--- src/rtl/integ_pkg.sv ---
// Shared integrator definitions: accumulator/counter widths and the
// window-result entry layout stored in the result FIFO.
package integ_pkg;

    localparam int unsigned SUM_W = 13;
    localparam int unsigned CNT_W = 5;

    typedef struct packed {
        logic [CNT_W-1:0] cnt;
        logic [SUM_W-1:0] sum;
    } entry_t;

    localparam int unsigned ENTRY_W = $bits(entry_t);

endpackage : integ_pkg

--- src/rtl/sync_fifo.sv ---
// Generic single-clock first-word-fall-through FIFO with level tracking.
// When empty, the read data holds the most recently popped entry.
module sync_fifo #(
    parameter int unsigned WIDTH = 18,
    parameter int unsigned DEPTH = 4,
    localparam int unsigned AW   = $clog2(DEPTH),
    localparam int unsigned LW   = AW + 1
) (
    input  logic             clock,
    input  logic             reset,
    input  logic             i_push,
    input  logic [WIDTH-1:0] i_wdata,
    input  logic             i_pop,
    output logic [WIDTH-1:0] o_rdata_c,
    output logic             o_full_c,
    output logic             o_empty_c,
    output logic [LW-1:0]    o_level
);

    logic [WIDTH-1:0] r_mem [DEPTH];
    logic [AW-1:0]    r_wr_ptr;
    logic [AW-1:0]    r_rd_ptr;
    logic [LW-1:0]    r_level;
    logic [AW-1:0]    w_last_ptr;
    logic             w_push;
    logic             w_pop;

    assign o_full_c   = (r_level == LW'(DEPTH));
    assign o_empty_c  = (r_level == '0);
    assign o_level    = r_level;
    assign w_pop      = i_pop & ~o_empty_c;
    // A pop in the same cycle frees a slot, so a full FIFO can still accept.
    assign w_push     = i_push & (~o_full_c | w_pop);
    assign w_last_ptr = r_rd_ptr - AW'(1);
    assign o_rdata_c  = o_empty_c ? r_mem[w_last_ptr] : r_mem[r_rd_ptr];

    always_ff @(posedge clock or negedge reset) begin
        if (!reset) begin
            for (int i = 0; i < int'(DEPTH); i++) begin
                r_mem[i] <= '0;
            end
            r_wr_ptr <= '0;
            r_rd_ptr <= '0;
            r_level  <= '0;
        end else begin
            if (w_push) begin
                r_mem[r_wr_ptr] <= i_wdata;
                r_wr_ptr        <= r_wr_ptr + AW'(1);
            end
            if (w_pop) begin
                r_rd_ptr <= r_rd_ptr + AW'(1);
            end
            case ({w_push, w_pop})
                2'b10:   r_level <= r_level + LW'(1);
                2'b01:   r_level <= r_level - LW'(1);
                default: r_level <= r_level;
            endcase
        end
    end

endmodule : sync_fifo

--- src/rtl/integrator_result_fifo.sv ---
// Captures each accumulation window's final sum and sample count and
// buffers them for a valid/ready consumer, flagging dropped windows.
module integrator_result_fifo
    import integ_pkg::*;
#(
    parameter int unsigned DEPTH = 4,
    localparam int unsigned LW   = $clog2(DEPTH) + 1
) (
    input  logic             clock,
    input  logic             reset,
    input  logic             acc_en,
    input  logic [SUM_W-1:0] acc_y,
    output logic             out_valid,
    input  logic             out_ready,
    output logic [SUM_W-1:0] out_sum,
    output logic [CNT_W-1:0] out_cnt,
    output logic [LW-1:0]    level,
    output logic             overflow,
    input  logic             clr_ovf
);

    logic               r_en_q;
    logic [CNT_W-1:0]   r_run_cnt;
    logic               r_overflow;
    logic               w_win_end;
    logic               w_pop;
    logic               w_full;
    logic               w_empty;
    logic               w_ovf_set;
    entry_t             w_wr_entry;
    entry_t             w_rd_entry;
    logic [ENTRY_W-1:0] w_rd_data;

    assign w_win_end  = r_en_q & ~acc_en;
    assign out_valid  = ~w_empty;
    assign w_pop      = out_valid & out_ready;
    assign w_ovf_set  = w_win_end & w_full & ~w_pop;
    assign w_wr_entry = '{cnt: r_run_cnt, sum: acc_y};
    assign w_rd_entry = entry_t'(w_rd_data);
    assign out_sum    = w_rd_entry.sum;
    assign out_cnt    = w_rd_entry.cnt;
    assign overflow   = r_overflow;

    // Window tracking: sample counter saturates, cleared at window end.
    always_ff @(posedge clock or negedge reset) begin
        if (!reset) begin
            r_en_q     <= 1'b0;
            r_run_cnt  <= '0;
            r_overflow <= 1'b0;
        end else begin
            r_en_q <= acc_en;
            if (acc_en) begin
                r_run_cnt <= (r_run_cnt == '1) ? r_run_cnt : r_run_cnt + CNT_W'(1);
            end else if (w_win_end) begin
                r_run_cnt <= '0;
            end
            if (w_ovf_set) begin
                r_overflow <= 1'b1;
            end else if (clr_ovf) begin
                r_overflow <= 1'b0;
            end
        end
    end

    sync_fifo #(
        .WIDTH (ENTRY_W),
        .DEPTH (DEPTH)
    ) u_fifo (
        .clock     (clock),
        .reset     (reset),
        .i_push    (w_win_end),
        .i_wdata   (w_wr_entry),
        .i_pop     (w_pop),
        .o_rdata_c (w_rd_data),
        .o_full_c  (w_full),
        .o_empty_c (w_empty),
        .o_level   (level)
    );

endmodule : integrator_result_fifo

--- config.mk ---
export PLATFORM = sky130hd
export DESIGN_NAME = integrator_result_fifo
export DESIGN_NICKNAME = d
export VERILOG_FILES = /design/src/rtl/integ_pkg.sv /design/src/rtl/sync_fifo.sv /design/src/rtl/integrator_result_fifo.sv
export SDC_FILE = /design/constraint.sdc
export NUM_CORES = 1
export LEC_CHECK = 0
export ABC_CLOCK_PERIOD_IN_PS = 2600
export BUFFER_PORTS_ARGS = -buffer_cell sky130_fd_sc_hd__buf_2
export CAP_MARGIN = 20
export CORE_UTILIZATION = 45
export DETAILED_ROUTE_END_ITERATION = 10
export GPL_TIMING_DRIVEN = 1
export PLACE_DENSITY = 0.65
export SETUP_SLACK_MARGIN = 0.15
export SYNTH_ARGS = -nofsm -noshare
export SYNTH_HDL_FRONTEND = slang
export SYNTH_HIERARCHICAL = 1
export SYNTH_SLANG_ARGS = --single-unit
--- constraint.sdc ---
create_clock -name clock -period 2.6 [get_ports clock]
set_clock_uncertainty 0.1 [all_clocks]
set_input_delay 0.26 -clock clock [delete_from_list [all_inputs] [get_ports clock]]
set_output_delay 0.26 -clock clock [all_outputs]
set_load 0.1 [all_outputs]
==> impl_results.md <==
- Final WL: 12.4 mm
- Synth unique cells: 37
- First-pass GRT wire length: 18.9 mm
- Drt via density: 5.89
- Setup violators final: 13
- Synthesized Nets: 438
- Ratio of cells with drive above 1 in the final layout: 53.5%
- Avg WL per Cell: 20.7 um
- Antenna viol nets, final: 0
- Die Y: 104 um
- Initial DRT Pass Iterations: 4
- Detailed Place HPWL: 6.61 mm
- CP Class: reg -> out
- Worst slew margin: 46.9%
- Total number of vias: 3533
- Slowest CP cell: dfrtp_4
- Core ar.: 9860 um2
- Post-route setup slack: -0.0245 ns
- TritonCTS clock tree: yes
- DRC: 0
- Total Routing Usage GR: 22.3%
- R2r setup slk: 0.04 ns
- ANT cells: 0
- Full die area: 10700 um2
- CTS Buffer Depth: 2
- Worst r2r path cells: 12
- Top_reg_cell synth: dfrtp_1
- Critical Path Sink: out_cnt[0]
- Ports: 41
- Flop and latch count out of synthesis: 86
- Clock sink count: 86
- RePlAce Congestion: 0.764
- Clock buffer count from CTS: 9
- Fraction of registers with async set/reset: 100%
- Worst r2r dst: u_fifo/o_level[2]
- Pin count of the biggest net entering global routing: 61
- Die X: 104 um
- Synth-to-Final Area Change: 39.8%
- Worst-Margin Slew: 0.797 ns
- Synth top area share: 46.4%
- Most common cell in the netlist: dfrtp_1
- Post-synth EDFFs: 0
- Synth area leader: dfrtp_1
- Vias in the first global route: 3698
- CTS Root Cell: clkbuf_8
- Top cells by instance count after synthesis: dfrtp_1, mux2_2, o21ai_0
- Register area share after synthesis: 46.4%
- Htree depth: 3
- FF-to-FF Start: u_fifo/o_level[1]
- Critical path startpoint category: register
- Total Nets Final: 490
- Hold crit path type: in -> reg
- Failing checks: setup timing
- RSZ-0062 raised after global routing: yes
- Total gr overflow: 0
- Synth top area cells: dfrtp_1, mux2_2, o21ai_0, mux2i_1, a211oi_1
- Cell Area, Synth: 4640 um2
- WP data arrival: 2.26 ns
- Most common cell on crit path: buf_12
- Syn. warnings: 6
- Initial antenna violation count: 0
- Final core occ: 65.8%
- Rows: 36
- Fin crit share: 101%
- Post-Synthesis Cells: 412
- CP peak stage delay: 0.48 ns
- Max Clk Rate: 381 MHz
- Initial core utilization: 47.1%
- Worst setup EP type: output pin
- Crit path cell chain: or3_4 -> buf_12 -> nor2_4 -> clkbuf_16 -> a211oi_2 -> o21ai_4 -> buf_12
- Final min period: 2.62 ns
- Fin. Hold Viols: 0
- Fillcell total: 721
- Status: finished with violations
- Syn avg cell area: 11.3 um2
- Critical Path Source: u_fifo/o_level[1]
- Hold Slack: 0.0831 ns
- Crit path max fanout: 14
- Count of final max-slew check failures: 0
- Worst-path clk slew: 0.08 ns
- I/O Buffers: 40
- Drt first-iter violations: 133
- Maxcap violations: 0
- Hold path cells: 2
- Clk_lat worst skew: 0.35 ns
- Required @ worst endpoint: 2.24 ns
-- through the flow --
| step | cell area (um2) | setup slack (ns) | std cells | setup TNS (ns) |
|---|---|---|---|---|
| after floorplan | 4900 | -0.152 | 412 | -0.186 |
| after global placement | 5440 | 0.145 | 568 | 0 |
| after detailed placement | 5440 | 0.0720 | 568 | 0 |
| after CTS | 6060 | -0.0493 | 593 | -0.303 |
| after global routing | 6490 | -0.0884 | 600 | -1.24 |
| final | 6490 | -0.0245 | 600 | -0.138 |
-- per-layer routing --
layer  GRT usage (%)  wire (um)  vias to the layer above
met5               0          0                        -
met4            9.52        342                        0
met3            4.47        561                       26
met2            39.0       6180                      116
met1            26.7       5340                     1805
li1                -          -                     1586
-- placed cells by master, fill, tap and decap left out, types with 3 or more instances in the layout --
cell type / Yosys / layout
a21oi_2: 0 / 13
o22ai_1: 3 / 3
dfrtp_1: 86 / 82
o21ai_4: 0 / 19
and3_1: 19 / 19
xnor2_1: 3 / 3
nor3b_1: 17 / 5
mux2_2: 72 / 25
a211oi_2: 0 / 16
buf_2: 7 / 21
xor2_1: 4 / 4
nor2_1: 19 / 19
nand2_1: 7 / 7
dlygate4sd3_1: 0 / 3
ha_1: 7 / 6
nor3b_2: 0 / 11
buf_4: 1 / 11
o21ai_2: 0 / 10
o21ai_1: 2 / 24
buf_12: 4 / 27
nand2_8: 4 / 5
inv_1: 13 / 10
clkbuf_8: 0 / 10
mux2_4: 0 / 47
mux2i_1: 20 / 19
a21oi_4: 0 / 5
o21ai_0: 54 / 3
-- cell families after synthesis --
logic type / count (synthesis) / share of synthesized area (%)
AOI/OAI and AO/OA: 101 / 12.3
xor gates and xnor gates: 7 / 1.32
adders and majority gates: 8 / 2.32
buffers and inverters: 41 / 5.15
DFF: 86 / 46.4
muxes: 92 / 21.8
and+or+nand+nor: 77 / 10.8
-- registers in the layout, indices dropped and copies added, names as in the netlist --
signal / flops
r_en_q: 1
u_fifo/r_mem: 72
overflow: 1
u_fifo/r_rd_ptr: 2
u_fifo/r_wr_ptr: 2
r_run_cnt: 5
u_fifo/o_level: 3
-- how the worst min path moves through the flow --
stage,startpoint,end,slack [ns]
detailed placement,reset,u_fifo/o_level[2],0.30
floorplan,reset,overflow,-0.14
global route,acc_y[1],u_fifo/r_mem[55],0.08
global placement,reset,u_fifo/r_mem[55],0.29
finish,acc_y[1],u_fifo/r_mem[37],0.08
CTS,acc_y[1],u_fifo/r_mem[19],0.07
-- final cells by class --
| cell class | instances | area [um2] | area share, % |
|---|---|---|---|
| Clock inverter | 4 | 72.6 | 1.12 |
| Inverter | 13 | 53.8 | 0.829 |
| Tap cell | 133 | 166 | 2.56 |
| Multi-Input combinational cell | 287 | 3020 | 46.6 |
| Sequential cell | 86 | 2160 | 33.3 |
| Clock buffer | 10 | 138 | 2.12 |
| Timing Repair Buffer | 67 | 875 | 13.5 |
-- worst max-delay path, delay by kind of cell, from the launching register on --
family / cells / cell delay [ns]
and+or+nand+nor: 2 / 0.60
AOI/OAI and AO/OA: 2 / 0.27
DFF: 1 / 0.48
buffers and inverters: 3 / 0.57
-- what timing repair did --
| action | in CTS | in global routing |
|---|---|---|
| endpoints found under the setup margin | 20 | 21 |
| pin swaps | 8 | 14 |
| endpoints found under the hold margin | 61 | 0 |
| hold buffers | 3 | 0 |
| setup buffers | 5 | 4 |
| resized for setup | 81 | 91 |
| gates cloned | 3 | 3 |
Power is left out: the tool's default activity adds up to more than one toggle a clock period on the data nets, which glitch-free logic cannot reach.
